===== config.mk =====
export PLATFORM = sky130hd
export DESIGN_NAME = dff_pipe
export DESIGN_NICKNAME = d
export VERILOG_FILES = /design/src/rtl/dff_pipe_pkg.sv /design/src/rtl/dff_stage.sv /design/src/rtl/dff_pipe.sv
export SDC_FILE = /design/constraint.sdc
export NUM_CORES = 1
export LEC_CHECK = 0
export CAP_MARGIN = 20
export CORE_MARGIN = 3
export CORE_UTILIZATION = 55
export DETAILED_ROUTE_END_ITERATION = 8
export HOLD_SLACK_MARGIN = 0.08
export PLACE_DENSITY = 0.81
export SLEW_MARGIN = 20
export SYNTH_ARGS = -nofsm -noshare
export SYNTH_HDL_FRONTEND = slang
export SYNTH_SLANG_ARGS = --single-unit
export TNS_END_PERCENT = 5

===== constraint.sdc =====
create_clock -name clk -period 3.05 [get_ports clk]
set_input_delay 0.7625 -clock clk [delete_from_list [all_inputs] [get_ports clk]]
set_output_delay 0.7625 -clock clk [all_outputs]
set_load 0.02 [all_outputs]

===== src/rtl/dff_pipe_pkg.sv =====
// rtl/dff_pipe_pkg.sv - shared constants and helpers for the dff_pipe delay line
package dff_pipe_pkg;

    localparam int CNT_W = 16;
    localparam logic [CNT_W-1:0] CNT_MAX = 16'hFFFF;

    localparam int DEF_WIDTH = 8;
    localparam int DEF_DEPTH = 4;

    // Saturating increment: the retire counter sticks at all-ones instead of wrapping.
    function automatic logic [CNT_W-1:0] sat_inc(input logic [CNT_W-1:0] v);
        return (v == CNT_MAX) ? v : v + 16'd1;
    endfunction

endpackage


===== src/rtl/dff_stage.sv =====
// rtl/dff_stage.sv - one {valid, data} pipeline register; scan path under DFF_PIPE_SCAN_EN
module dff_stage #(
    parameter int WIDTH = 8
) (
    input  logic             clk,
    input  logic             rst_n,
    input  logic             load,
    input  logic             clear,
`ifdef DFF_PIPE_SCAN_EN
    input  logic             shift,
    input  logic             scan_in,
`endif
    input  logic             valid_d,
    input  logic [WIDTH-1:0] data_d,
    output logic             valid_q,
    output logic [WIDTH-1:0] data_q
);

    // Priority: reset, then clear, then scan shift (data only, valid holds), then normal load.
    always_ff @(posedge clk or negedge rst_n) begin
        if (!rst_n) begin
            valid_q <= 1'b0;
            data_q  <= '0;
        end else if (clear) begin
            valid_q <= 1'b0;
            data_q  <= '0;
        end
`ifdef DFF_PIPE_SCAN_EN
        else if (shift) begin
            // Shift toward the MSB; the shift form also works for WIDTH=1.
            data_q <= (data_q << 1) | WIDTH'(scan_in);
        end
`endif
        else if (load) begin
            valid_q <= valid_d;
            data_q  <= data_d;
        end
    end

endmodule


===== src/rtl/dff_pipe.sv =====
// rtl/dff_pipe.sv - DEPTH-stage valid/data delay line with occupancy and retire counter; optional scan via DFF_PIPE_SCAN_EN
module dff_pipe
    import dff_pipe_pkg::*;
#(
    parameter int WIDTH = DEF_WIDTH,
    parameter int DEPTH = DEF_DEPTH
) (
    input  logic                       clk,
    input  logic                       rst_n,
    input  logic                       en,
    input  logic                       flush,
    input  logic                       in_valid,
    input  logic [WIDTH-1:0]           d,
`ifdef DFF_PIPE_SCAN_EN
    input  logic                       scan_en,
    input  logic                       scan_in,
    output logic                       scan_out,
`endif
    output logic [WIDTH-1:0]           q,
    output logic                       out_valid,
    output logic [$clog2(DEPTH+1)-1:0] occupancy,
    output logic [CNT_W-1:0]           capture_cnt
);

    localparam int OCC_W = $clog2(DEPTH+1);

    logic [WIDTH-1:0] stage_data [DEPTH];
    logic [DEPTH-1:0] stage_valid;
    logic             load;
    logic [OCC_W-1:0] occ_q;
    logic [CNT_W-1:0] cnt_q;

`ifdef DFF_PIPE_SCAN_EN
    // Scan shifting takes over from normal advance; flush still wins inside each stage.
    assign load     = en & ~scan_en;
    assign scan_out = stage_data[DEPTH-1][WIDTH-1];
`else
    assign load = en;
`endif

    for (genvar i = 0; i < DEPTH; i++) begin : g_stage
        logic             vin;
        logic [WIDTH-1:0] din;
`ifdef DFF_PIPE_SCAN_EN
        logic             sin;
`endif
        if (i == 0) begin : g_head
            assign vin = in_valid;
            assign din = d;
`ifdef DFF_PIPE_SCAN_EN
            assign sin = scan_in;
`endif
        end else begin : g_body
            assign vin = stage_valid[i-1];
            assign din = stage_data[i-1];
`ifdef DFF_PIPE_SCAN_EN
            assign sin = stage_data[i-1][WIDTH-1];
`endif
        end

        dff_stage #(.WIDTH(WIDTH)) u_stage (
            .clk     (clk),
            .rst_n   (rst_n),
            .load    (load),
            .clear   (flush),
`ifdef DFF_PIPE_SCAN_EN
            .shift   (scan_en),
            .scan_in (sin),
`endif
            .valid_d (vin),
            .data_d  (din),
            .valid_q (stage_valid[i]),
            .data_q  (stage_data[i])
        );
    end

    // Occupancy tracks the valid population incrementally: one may enter and one may leave per advance.
    always_ff @(posedge clk or negedge rst_n) begin
        if (!rst_n) begin
            occ_q <= '0;
        end else if (flush) begin
            occ_q <= '0;
        end else if (load) begin
            occ_q <= occ_q + OCC_W'(in_valid) - OCC_W'(stage_valid[DEPTH-1]);
        end
    end

    // Count a retirement whenever an advancing edge pushes a valid sample out of the last stage.
    always_ff @(posedge clk or negedge rst_n) begin
        if (!rst_n) begin
            cnt_q <= '0;
        end else if (!flush && load && stage_valid[DEPTH-1]) begin
            cnt_q <= sat_inc(cnt_q);
        end
    end

    assign q           = stage_data[DEPTH-1];
    assign out_valid   = stage_valid[DEPTH-1];
    assign occupancy   = occ_q;
    assign capture_cnt = cnt_q;

endmodule


==> metrics <==
status=complete, no violations; CP max FO=5; fraction of registers with async set/reset=100%; unique cell type count in the Yosys netlist=31; static leakage=1.49 nW; filler instances=~310; GPL Wtd Cong=roughly 0.77; initial DRC count=55; syn_nets=228; drt first pass iters=4; FF-to-FF Start=g_stage[3].u_stage.valid_q; Req. time, crit path=2.29 ns; placed instance area=2890 sq um; core area=4140 sq um; Hold Buf Count CTS=0; layout cells sized above 1=6.75%; CTS tree=built; H-tree level count=2; slowest stage delay, CP=around 0.66 ns; Synth top area share=a little under three fifths; Critical path origin=g_stage[3].u_stage.valid_q; post-route cell area=2970 sq um; FMAX=451 MHz; initial antenna violation count=0; I/O pin total=roughly 40; die height=72.7 um; port bufs=40; RSZ-0062 raised after global routing=no; setup_tns=0 ns; Clock Path Buffers=2; synthesized instance count=211; average size of a mapped cell=~12 sq um; Via density=around 5.4; worst r2r path cells=9; HP Class=in -> async; global-route usage over all layers=about 17%; total power per unit cell area=418 nW/um^2; Fin. Hold Viols=0; Setup crit end kind=output pin; Overall Power=1.24 mW; routed len/inst=13.7 um; grt total ovfl=0; Post-synth top flop=dfrtp_1; area of the die=5290 sq um; cell breakdown of the critical path=clkdlybuf4s50_1; Slowest cell on crit path=clkdlybuf4s50_1; #FFs+latches synth=55; post-synthesis cell area=about 2400 sq um; hold_ws=around 0.37 ns; clock sinks=55; post-synthesis sequential area ratio=a little under three fifths; final max-slew violation count=0; max_cap viols=0; # nets final=268; worst flop-to-flop path endpoint=occupancy[2]; CP arrival=1.45 ns; die width=72.7 um; DR vias=1,636; Final Core Density=between 70% and 80%; CP bufs+invs=1; crit-path leading delay family=buffers and inverters; starting density of the core=around three fifths; critical path class=reg -> out; Levels on crit path=1; CTS resizes=0; number of global-route vias before repair=1,622; first-pass GRT wire length=7.08 mm; R2R Setup Slk=1.09 ns; EDFF count, synth=0; Ys Warns=0; Post-CTS Setup Bufs=0; drt total wl=approximately 4.1 mm; pin count of the biggest net entering global routing=41; total CTS buffers=5; fin crit share=72.7%; ant diodes=0; area leader, netlist=dfrtp_1; ANT nets after route=0; VDD IR max=around 0.32 mV; DRC=0; minimum clock period=2.22 ns; CP startpoint kind=flop; max_slew headroom=59.8%; hpwl dp=2.94 mm; Root Buffer=clkbuf_8; Slew @ Worst Pin=approximately 0.60 ns; top cells by area, synth=dfrtp_1, mux2i_1, nor2_1, xor2_1, nand4_1; Area Growth Syn to Fin=21.2%; Final Setup Violations=0; Layout Skew=0.00470 ns; clk slew on worst S/H paths=about 0.09 ns; Clock Latency Late Sink=0.30 ns; # rows=23
## layout make-up
type | instances | area, sq um | share of cell area, %
clock buffer | 6 | 72.6 | 2.44
sequential | 55 | 1380 | 46.3
multi-input combinational | 140 | 1010 | 33.9
timing repair buffer | 44 | 420 | 14.2
tap | 50 | 62.6 | 2.11
inverter | 5 | 18.8 | 0.632
clock inverter | 2 | 12.5 | 0.421
## logic make-up (layout without fill, tap and decap cells)
logic type	Yosys count	in the layout	synth area share [%]
buf+inv	16	57	2.71
flops	55	55	56.2
simple gates	78	78	16.2
xor+xnor	13	13	4.65
fa+ha+maj	4	4	2.35
compound gates	4	4	1.12
mux	41	41	16.8
## state kept, by name, summed over array words and instances, names as in the netlist
signal / flops
capture_cnt: 16
occupancy: 3
g_stage.u_stage.valid_q: 4
g_stage.u_stage.data_q: 32
## cells in the mapped netlist, drive strengths merged (5+ instances only)
cell type / n
dfrtp: 55
nor2: 43
mux2i: 40
xor2: 10
clkbuf: 8
nand4: 7
nand2: 6
inv: 5
nand3: 5
nor4: 5
## how the worst max path moves through the flow
stage / endpoint
3_5_place_dp: capture_cnt[15]
4_1_cts: out_valid
3_3_place_gp: capture_cnt[15]
5_1_grt: out_valid
2_1_floorplan: capture_cnt[13]
6_report: out_valid
## where the power goes
part	switching, mW	leakage [nW]	internal (mW)
Sequential	0.0114	0.753	0.746
Combinational	0.0579	0.697	0.0492
Clock	0.216	0.0412	0.161
Total	0.286	1.49	0.955
## per-stage QoR
| step | instances | setup slack [ns] |
|---|---|---|
| after floorplan | 211 | 1.05 |
| after global placement | 294 | 0.644 |
| after detailed placement | 294 | 0.570 |
| after CTS | 302 | 0.793 |
| after global routing | 302 | 0.774 |
| final | 302 | 0.833 |
## layout by cell type, fill, tap and decap left out, drive strengths merged, types with 2 or more instances in the layout
cell	n
nand2	6
clkdlybuf4s50	38
xnor2	3
nand4	7
inv	5
nand3	5
mux2i	40
and4	2
dfrtp	55
xor2	10
nor2	43
nor3	2
nor4	5
ha	3
buf	6
clkbuf	6
## layer usage
metal | vias to the layer above | share of wire (%) | wire, um | track usage (%)
met5 | - | 0 | 0 | 0
met3 | 5 | 4.2 | 173 | 4.68
li1 | 800 | - | - | -
met4 | 0 | 1.5 | 64 | 6.76
met2 | 30 | 49 | 2020 | 29.5
met1 | 801 | 45 | 1880 | 20.9
Power figures use the tool's default switching activity.
